$ cat src/rtl/bist_ctrl.sv
// Logic BIST controller: an LFSR drives patterns into the CUT and a MISR compacts
// the responses. The final signature is compared against a golden value.
module bist_ctrl #(
    parameter int             W         = 8,
    parameter int             SW        = 16,
    parameter int             N_PAT     = 255,
    parameter logic [W-1:0]   LFSR_POLY = 8'hB8,
    parameter logic [W-1:0]   LFSR_SEED = '1,
    parameter logic [SW-1:0]  MISR_POLY = 16'h1021,
    parameter logic [SW-1:0]  MISR_SEED = '0,
    localparam int            CW        = $clog2(N_PAT + 1)
) (
    input  logic          clk,
    input  logic          rst_n,
    input  logic          start,
    input  logic          abort,
    input  logic [SW-1:0] golden,
    input  logic [SW-1:0] cut_resp,
    output logic [W-1:0]  pattern,
    output logic [SW-1:0] signature,
    output logic [CW-1:0] pat_cnt,
    output logic          busy,
    output logic          done,
    output logic          pass
);

    // An all-zero seed would lock the LFSR, so it is replaced by 1.
    localparam logic [W-1:0]  SEED = (LFSR_SEED == '0) ? W'(1) : LFSR_SEED;
    localparam logic [CW-1:0] LAST = CW'(N_PAT - 1);
    localparam logic [CW-1:0] MAXC = CW'(N_PAT);

    typedef enum logic [2:0] {
        IDLE,
        INIT,
        RUN,
        CMP,
        DONE
    } state_t;

    state_t        state, state_nxt;
    logic [W-1:0]  lfsr, lfsr_nxt;
    logic [SW-1:0] misr, misr_nxt, misr_step;
    logic [CW-1:0] cnt, cnt_nxt;
    logic          pass_q, pass_nxt;

    assign misr_step = ({misr[SW-2:0], 1'b0} ^ (misr[SW-1] ? MISR_POLY : '0)) ^ cut_resp;

    always_ff @(posedge clk) begin
        if (!rst_n) begin
            state  <= IDLE;
            lfsr   <= SEED;
            misr   <= MISR_SEED;
            cnt    <= '0;
            pass_q <= 1'b0;
        end else begin
            state  <= state_nxt;
            lfsr   <= lfsr_nxt;
            misr   <= misr_nxt;
            cnt    <= cnt_nxt;
            pass_q <= pass_nxt;
        end
    end

    always_comb begin
        state_nxt = state;
        lfsr_nxt  = lfsr;
        misr_nxt  = misr;
        cnt_nxt   = cnt;
        pass_nxt  = pass_q;
        if (abort) begin
            state_nxt = IDLE;
            pass_nxt  = 1'b0;
        end else begin
            unique case (state)
                IDLE: begin
                    if (start) state_nxt = INIT;
                end
                INIT: begin
                    lfsr_nxt  = SEED;
                    misr_nxt  = MISR_SEED;
                    cnt_nxt   = '0;
                    pass_nxt  = 1'b0;
                    state_nxt = RUN;
                end
                RUN: begin
                    lfsr_nxt = {lfsr[W-2:0], ^(lfsr & LFSR_POLY)};
                    misr_nxt = misr_step;
                    if (cnt != MAXC) cnt_nxt = cnt + CW'(1);
                    if (cnt == LAST) state_nxt = CMP;
                end
                CMP: begin
                    pass_nxt  = (misr == golden);
                    state_nxt = DONE;
                end
                DONE: begin
                    if (start) state_nxt = INIT;
                end
                default: state_nxt = IDLE;
            endcase
        end
    end

    assign pattern   = lfsr;
    assign signature = misr;
    assign pat_cnt   = cnt;
    assign busy      = (state == INIT) || (state == RUN) || (state == CMP);
    assign done      = (state == DONE);
    assign pass      = pass_q;

endmodule

$ cat config.mk
export PLATFORM = sky130hd
export DESIGN_NAME = bist_ctrl
export DESIGN_NICKNAME = d
export VERILOG_FILES = /design/src/rtl/bist_ctrl.sv
export SDC_FILE = /design/constraint.sdc
export NUM_CORES = 1
export LEC_CHECK = 0
export BUFFER_PORTS_ARGS = -buffer_cell sky130_fd_sc_hd__clkbuf_2
export CAP_MARGIN = 20
export CORE_ASPECT_RATIO = 0.9
export CORE_MARGIN = 2
export CORE_UTILIZATION = 52
export DETAILED_ROUTE_END_ITERATION = 12
export HOLD_SLACK_MARGIN = 0.05
export PLACE_DENSITY = 0.85
export SLEW_MARGIN = 5
export SYNTH_ARGS = -nofsm -noshare
export SYNTH_HDL_FRONTEND = slang
export SYNTH_SLANG_ARGS = --single-unit
$ cat constraint.sdc
create_clock -name clk -period 3.6 [get_ports clk]
set_input_delay 0.18 -clock clk [delete_from_list [all_inputs] [get_ports clk]]
set_output_delay 0.18 -clock clk [all_outputs]
set_load 0.02 [all_outputs]
### Word-level counts from Yosys, hierarchy flattened

Index checks and enable logic that the tools add are counted.

| word-level totals | value |
|---|---|
| flip-flop bits (word level) | 36 |
| input port bits | 36 |
| output and inout bits | 35 |
| logic and storage cells | 40 |

| cells by class | value |
|---|---|
| add/sub/neg operators | 1 |
| equal/unequal tests | 10 |
| mux-type cells | 9 |
| bitwise gates (word level) | 4 |
| reductions and logical operators | 11 |

Operator list:

| operator | count |
|---|---|
| $pmux 16 s2 | 1 |
| $pmux 8 s2 | 2 |
| $eq 16x16->1 | 1 |
| $xor 16x13->16 | 1 |
| $xor 16x16->16 | 1 |
| $mux 13 | 1 |
| $pmux 3 s4 | 1 |
| $add 8x1->8 const B | 1 |
| $eq 8x8->1 const B | 1 |
| $mux 8 | 1 |
| $ne 8x8->1 const B | 1 |
| $reduce_xor 8->1 | 1 |
| $eq 3x2->1 const B | 2 |
| $mux 3 | 2 |
| $ne 2x2->1 const B | 2 |
| $reduce_and 2->1 | 2 |
| $reduce_bool 2->1 | 2 |
| $reduce_or 2->1 | 2 |
| $eq 3x1->1 const B | 1 |
| $eq 3x3->1 const B | 1 |
| $logic_not 3->1 | 1 |
| $reduce_and 3->1 | 1 |
| $logic_or 1x1->1 | 2 |
| $ne 2x1->1 const B | 1 |
| 2 further kinds | 3 |

### Logic depth before layout (Yosys ltp)

Gate-level depths: netlist of run 1.

| depth | value |
|---|---|
| depth after elaboration | 4 |
| depth in mapped cells | 7 |
| gate-level depth less buffers | 6 |

### Worst setup path after synthesis of run 1

Ideal clock, no wire load.

| path | value |
|---|---|
| path type | reg2reg |
| from | register cnt[0] (netlist: pat_cnt[0]) |
| to | register cnt[6] (netlist: pat_cnt[6]) |
| setup time | 70 ps |
| arrival time | 1552 ps |
| data required time | 3530 ps |
| setup slack | 1978 ps |
| stages on the path, launching flop included | 6 |
| buffers on the path | 0 |
| clock period less this slack | 1622 ps |
| path through | dfxtp_1 ha_1 and3_1 nand3_1 or4_1 a21oi_1 |

| on the way | value |
|---|---|
| word-level cells in the longest chain between the ends | 3 |
| elaborated cells between the ends (all ways) | 6 |
| classes of those cells | 1 x add/sub; 2 x eq/ne; 2 x mux; 1 x reduce/logical |

RTL lines:

| what | RTL line | text |
|---|---|---|
| start: declaration | 43 | `logic [CW-1:0] cnt, cnt_nxt;` |
| start signal: assignment | 59 | `cnt <= cnt_nxt;` |
| $add 8x1->8 or $ne 8x8->1 (tied branches) | 88 | `if (cnt != MAXC) cnt_nxt = cnt + CW'(1);` |
| $mux 8 or $ne 2x2->1 (tied branches) | -- |  |
| $pmux 8 s2 or $reduce_and 3->1 (tied branches) | -- |  |

Several ways; a longest one is shown, not always the timed one. The select of a mux whose other input is x is not followed.
A chain may end at the register's enable or synchronous reset.

### Final worst setup path of run 1

| path | value |
|---|---|
| from | register state[2] |
| to | register cnt[0] (netlist: pat_cnt[0]) |

| on the way | value |
|---|---|
| word-level cells in the longest chain between the ends | 3 |
| elaborated cells between the ends (all ways) | 6 |
| classes of those cells | 3 x eq/ne; 1 x mux; 2 x reduce/logical |

RTL lines:

| what | RTL line | text |
|---|---|---|
| start: declaration | 40 | `state_t state, state_nxt;` |
| start signal: assignment | 56 | `state <= state_nxt;` |
| $eq 3x2->1 or $eq 3x1->1 (tied branches) | 74 | `unique case (state)` |
| $ne 2x2->1 (no line) or $reduce_bool 2->1 (tied branches) | -- |  |
| $reduce_and 3->1 (no line) | -- |  |

Several ways; a longest one is shown, not always the timed one.

==> run_results.csv, run 1 <==
group,metric,value,unit
outcome,status,"completed",
sta,period_minus_slack,1.81,ns
clock_tree,clockRootBuffer,"clkbuf_8",
setup_path,worst_path_max_delay_cell,"nor3_2",
route,detail-route-antenna-nets,0,
synthesis,synth_common_cells,"36 x dfxtp_1, 30 x xor2_1, 20 x nor2_1",
synthesis,yosysSeqAreaShare,40.2,%
grt,grt_util_all_layers,24.1,%
route,totalWireLength,4.38,mm
setup_path,cell_chain_of_the_critical_path,"or2_0 > nor3_2 > buf_4 > o211ai_1 > o22ai_1",
clock_tree,post-cts-setup-buffer-count,0,
setup_path,crit_path_end_kind,"flip-flop",
sta,worst_pin_slew,0.789,ns
die,placement_rows,20,
layout,nFillCells,288,
clock_tree,cts_sinks,36,
pwr,p_leak,1.05,nW
die,initial_core_util,53.8,%
sta,fin_worst_skew,0.00448,ns
clock_tree,cts_hold_buffers,0,
sta,layout_worst_path_cycle_share,50.2,%
grt,antenna_violations_before_repair,0,
synthesis,synth_warnings,0,
sta,hold_viol,0,
clock_tree,cts_inserted_buffers,5,
setup_path,critPathMaxFanout,9,
synthesis,mappedNetlistNets,246,
sta,rsz0062_at_grt,"no",
clock_tree,path_clk_slew,0.07,ns
sta,timing.final.setup_violations,0,
sta,slew_headroom,47.0,%
route,drt-vias-per-instance,5.43,
layout,layout-area-overhead-vs-synth,26.4,%
layout,num-nets-final,317,
die,floorplan.die_area,3930,um2
synthesis,synth_seq_cells,36,
synthesis,synth_top_cell_area_share,40.2,%
layout,area_used_by_sequential_logic_in_the_layout,721,um2
pwr,power.ir.vdd_worst,0.239,mV
synthesis,synth_cells,208,
layout,final-instance-count-excl-fill,324,
die,chipHeight,59.7,um
clock_tree,worstSkewPairLatency,0.29,ns
die,die_width,65.9,um
placement,gp_routability_congestion,0.861,
setup_path,crit_path_start_kind,"flip-flop",
synthesis,yosys-top-cells-area,"dfxtp_1 40%, xor2_1 15%, a22oi_1 6.7%",
grt,via_count_of_the_first_global_routing_pass,1582,
sta,finalSetupTns,0,ns
sta,slew_violations,0,
layout,drive_above_1_share,28.2,%
synthesis,edff_count_synth,0,
sta,max_freq,0.554,GHz
clock_tree,maximum_buffer_depth_of_the_clock_tree,2,
die,ioPinCount,71,
pwr,p_per_area,351,nW/um2
setup_path,worst-endpoint-arrival,2.02,ns
grt,grt.overflow.total,0,
route,detail_route.first_pass.iterations,4,
die,core_area,3330,um2
clock_tree,level_count_of_the_clock_h_tree,2,
clock_tree,cts_tree,"built",
grt,grt_first_pass_wirelength,7.09,mm
route,vias,1760,
placement,place.port_buffers,70,
clock_tree,cts.repair.resized,0,
setup_path,critical_path_rt,3.82,ns
synthesis,postSynthAreaPerCell,8.61,um2
route,drt-initial-drc-count,66,
grt,grt_max_degree,25,
synthesis,synth.cell_area,1790,um2
setup_path,cp_slowest_stage_delay,0.48,ns
placement,post_place_cells,316,
route,drcViolationCount,0,
synthesis,ys_types,33,
setup_path,setup.worst_path.class,"flip-flop to flip-flop",
synthesis,async_flop_share,0,%
synthesis,yosysMostFrequentCell,"dfxtp_1",
route,wire_per_inst,13.5,um
layout,multi_input_comb_area,1010,um2
min_path,hold_path.class,"primary input to flip-flop",
layout,antenna-diode-count,0,
synthesis,post-synth-top-area-cell,"dfxtp_1",
placement,dp.final_hpwl,3.24,mm
synthesis,synth-main-ff-cell,"dfxtp_1",
run,maxCapViolCount,0,
routing by layer:
metal  GRT usage [%]  wire length [um]  share of wire [%]
met4            8.63                63                1.4
met3            6.78               219                5.0
met1            30.8              1950                 44
met2            39.1              2150                 49
met5               0                 0                  0
stage by stage:
| step | util (%) | total power (W) | cell area [um2] | setup WS (ns) | hold WS [ns] |
|---|---|---|---|---|---|
| 2_1_floorplan | - | 0.000472 | 1790 | 1.98 | 0.334 |
| 4_1_cts | 68.0 | 0.000802 | 2260 | 1.81 | 0.174 |
| 3_3_place_gp | 65.3 | 0.000508 | 2170 | 1.88 | 0.477 |
| 6_report | 68.0 | 0.000794 | 2260 | 1.79 | 0.187 |
| 5_1_grt | 68.0 | 0.000831 | 2260 | 1.66 | 0.188 |
| 3_5_place_dp | 65.3 | 0.000510 | 2170 | 1.80 | 0.484 |
critical path: cells and delay by family (launching register included):
kind | cells | cell delay, ns
DFF | 1 | 0.36
and+or+nand+nor | 2 | 0.80
AOI/OAI and AO/OA | 2 | 0.29
buffers and inverters | 1 | 0.28
final timing paths:
path	cells after the start	end	slack (ns)	start
min reg2reg	2	pattern[7]$_SDFFE_PN1P_	0.49	pattern[6]$_SDFFE_PN1P_
max	5	pat_cnt[0]$_SDFFE_PN0P_	1.79	state[2]$_SDFFE_PP0P_
min	3	state[2]$_SDFFE_PP0P_	0.19	start
max reg2reg	5	pat_cnt[0]$_SDFFE_PN0P_	1.79	state[2]$_SDFFE_PP0P_
kinds of logic after synthesis:
family | share of synthesized area [%]
compound gates | 15.2
xor+xnor | 19.1
fa+ha+maj | 1.40
buf+inv | 3.35
flops | 40.2
simple gates | 20.7
layout by cell type, fill, tap and decap left out:
| cell type | n |
|---|---|
| clkbuf_2 | 70 |
| dfxtp_1 | 36 |
| xor2_1 | 30 |
| nor2_1 | 20 |
| nand2_1 | 19 |
| a22oi_1 | 16 |
| nand3_1 | 13 |
| a21oi_1 | 9 |
| xnor2_1 | 9 |
| nor3_1 | 6 |
| clkbuf_8 | 6 |
| inv_1 | 5 |
| nor4_1 | 5 |
| nand2b_1 | 3 |
| o211ai_1 | 3 |
| and3_1 | 2 |
| nand4_1 | 2 |
| o41ai_1 | 2 |
| or4_1 | 2 |
| o31ai_1 | 2 |
| o21ai_0 | 2 |
| a211oi_1 | 2 |
| o22ai_1 | 2 |
| ha_1 | 2 |
| clkbuf_1 | 2 |
| buf_4 | 2 |
| clkinv_1 | 1 |
| or2_0 | 1 |
| nor3_2 | 1 |
| nand3b_1 | 1 |
| a31oi_1 | 1 |
| or4b_1 | 1 |
| or3_1 | 1 |
| a41oi_1 | 1 |
sequential cells by signal, indices dropped and copies added (netlist names):
signal     count
pass           1
pat_cnt        8
pattern        8
state          3
signature     16
cell type report:
type                       count  area share [%]
clock buffer                   8            3.98
inverter                       6           0.994
multi-input combinational    158            44.6
sequential                    36            31.8
tap                           44            2.43
timing repair buffer          72            16.1
power breakdown:
part | switching (W) | internal [W]
clock | 0.000137 | 0.000156
sequential | 0.00000814 | 0.000405
combinational | 0.0000499 | 0.0000386
Note: power is estimated with default switching activity, not from simulation.
==> run 2, diff against run 1 <==
--- a/config.mk
+++ b/config.mk
@@ -9,10 +9,10 @@
 export CAP_MARGIN = 20
 export CORE_ASPECT_RATIO = 0.9
 export CORE_MARGIN = 2
-export CORE_UTILIZATION = 52
+export CORE_UTILIZATION = 48
 export DETAILED_ROUTE_END_ITERATION = 12
 export HOLD_SLACK_MARGIN = 0.05
-export PLACE_DENSITY = 0.85
+export PLACE_DENSITY = 0.79
 export SLEW_MARGIN = 5
 export SYNTH_ARGS = -nofsm -noshare
 export SYNTH_HDL_FRONTEND = slang
==> constraint.sdc (replaced) <==
create_clock -name clk -period 1.74 [get_ports clk]
set_input_delay 0.087 -clock clk [delete_from_list [all_inputs] [get_ports clk]]
set_output_delay 0.087 -clock clk [all_outputs]
set_load 0.02 [all_outputs]
==> run 2 against run 1 <==
Against the previous run:
- flip-flop and latch count unchanged
- sequential share of layout area decreased by 1.1 points
- clock-buffer cell count fell by 1
- critical endpoint is now pat_cnt[6]$_SDFFE_PN0P_
- core utilization fell by 3.7 points
- via count grew 0.28%
- non-clock buffer count grew 10
- final cell count grew 3.4%
- global-route usage fell by 2.5 points
- final area rose by 3.7%
- clock skew up 0.0031 ns
==> run_results.csv, run 2 (synthesized netlist as in run 1, its figures left out) <==
group,metric,value,unit
sta,hold_viol,0,
clock_tree,path_clk_slew,0.07,ns
die,ioPinCount,71,
placement,place.port_buffers,70,
layout,flip_flop_count_of_the_largest_register_all_copies_and_words_added,16,
clock_tree,worstSkewPairLatency,0.28,ns
die,chipHeight,62.0,um
pwr,sequential_power_share,51.0,%
sta,slew_headroom,80.6,%
sta,finalWorstSetupSlack,0.137,ns
sta,slew_violations,0,
die,core_area,3650,um2
clock_tree,cts_sinks,36,
grt,via_count_of_the_first_global_routing_pass,1525,
clock_tree,cts_tree,"built",
pwr,power.combinational.fraction,11.7,%
clock_tree,maximum_buffer_depth_of_the_clock_tree,2,
placement,gp_routability_congestion,0.859,
outcome,status,"completed",
layout,layout.cells.most_common,"clkbuf_2",
setup_path,crit_path_end_kind,"flip-flop",
layout,drive_above_1_share,31.1,%
pwr,internal-power,0.00128,W
grt,grt.overflow.total,0,
setup_path,critPathMaxFanout,6,
placement,dp.final_hpwl,3.30,mm
route,drt-initial-drc-count,106,
placement,place_worst_setup_slack,0.167,ns
sta,period_minus_slack,1.60,ns
pwr,pwr-share-clk,37.3,%
sta,fin_worst_skew,0.00758,ns
pwr,p_leak,1.11,nW
pwr,p_per_area,711,nW/um2
grt,grt_util_all_layers,21.6,%
route,detail-route-antenna-nets,0,
layout,antenna-diode-count,0,
route,drt-vias-per-instance,5.27,
sta,timing.final.setup_violations,0,
layout,nFillCells,308,
pwr,power.share.switching,23.4,%
route,wire_per_inst,12.9,um
grt,grt_max_degree,19,
pwr,netSwitchingPower,0.000390,W
sta,max_freq,0.624,GHz
route,totalWireLength,4.32,mm
clock_tree,cts.repair.resized,0,
sta,worst_pin_slew,0.287,ns
clock_tree,cts_hold_buffers,0,
die,floorplan.die_area,4240,um2
setup_path,critical_path_rt,1.96,ns
clock_tree,clockRootBuffer,"clkbuf_8",
pwr,power.ir.vdd_worst,0.459,mV
route,drcViolationCount,0,
layout,area_used_by_sequential_logic_in_the_layout,721,um2
setup_path,setup.worst_path.class,"flip-flop to flip-flop",
setup_path,worst-endpoint-arrival,1.82,ns
grt,antenna_violations_before_repair,0,
layout,num-nets-final,327,
grt,grt_first_pass_wirelength,6.71,mm
sta,finalSetupTns,0,ns
clock_tree,post-cts-setup-buffer-count,0,
route,vias,1765,
min_path,hold_path.class,"primary input to flip-flop",
layout,layout.cells.most_common_list,"70 x clkbuf_2, 36 x dfxtp_1, 30 x xor2_1",
sta,layout_worst_path_cycle_share,92.1,%
layout,layout-area-overhead-vs-synth,31.1,%
layout,multi_input_comb_area,1010,um2
route,detail_route.first_pass.iterations,4,
sta,rsz0062_at_grt,"no",
clock_tree,cts_inserted_buffers,5,
setup_path,crit_path_start_kind,"flip-flop",
die,die_width,68.4,um
clock_tree,level_count_of_the_clock_h_tree,2,
die,initial_core_util,49.1,%
die,placement_rows,21,
run,maxCapViolCount,0,
run 2: cell types whose count changed in the layout (fill, tap and decap cells not counted), sizes merged:
cell	delta
buf	+10
clkbuf	-1
run 2: final cells by class:
| cell class | count | area share, % |
|---|---|---|
| Clock buffer | 7 | 4.10 |
| Inverter | 6 | 0.959 |
| Multi-Input combinational cell | 158 | 43.0 |
| Sequential cell | 36 | 30.7 |
| Tap cell | 46 | 2.45 |
| Timing Repair Buffer | 82 | 18.8 |
run 2: per-layer routing:
metal	track usage (%)	vias to the layer above	wire, um	part of all wire, %
li1	-	893	-	-
met1	27.0	820	1940	45
met2	35.3	47	2100	49
met3	6.31	5	231	5.4
met4	8.29	0	51	1.2
met5	0	-	0	0
run 2: worst max-delay path: stages, from the launching register on:
cell	delay, ns
dfxtp_1	0.42
ha_1	0.24
and3_1	0.19
nand3_1	0.13
or4_1	0.42
a21oi_1	0.15
run 2: metrics by stage:
step           hold slack [ns]  utilization, %  cells  power (W)  area (um2)
2_1_floorplan            0.241               -    208   0.000976        1790
3_3_place_gp             0.404            61.7    328    0.00106        2250
3_5_place_dp             0.394            61.7    328    0.00106        2250
4_1_cts                  0.102            64.3    335    0.00168        2350
5_1_grt                  0.122            64.3    335    0.00174        2350
6_report                 0.114            64.3    335    0.00167        2350
run 2: final timing paths:
check / start / to / slack, ns / cells after the start
hold reg to reg: pattern[6]$_SDFFE_PN1P_ / pattern[7]$_SDFFE_PN1P_ / 0.49 / 2
setup / recovery: pat_cnt[1]$_SDFFE_PN0P_ / pat_cnt[6]$_SDFFE_PN0P_ / 0.14 / 5
hold / removal: start / state[2]$_SDFFE_PP0P_ / 0.11 / 3
setup reg to reg: pat_cnt[1]$_SDFFE_PN0P_ / pat_cnt[6]$_SDFFE_PN0P_ / 0.14 / 5
run 2: power groups by stage:
| stage | clock network [W] | logic [W] | registers, W |
|---|---|---|---|
| 2_1_floorplan | 0 | 0.0000941 | 0.000882 |
| 3_3_place_gp | 0 | 0.000192 | 0.000870 |
| 3_5_place_dp | 0 | 0.000195 | 0.000870 |
| 4_1_cts | 0.000637 | 0.000196 | 0.000852 |
| 5_1_grt | 0.000674 | 0.000215 | 0.000854 |
| 6_report | 0.000623 | 0.000194 | 0.000852 |
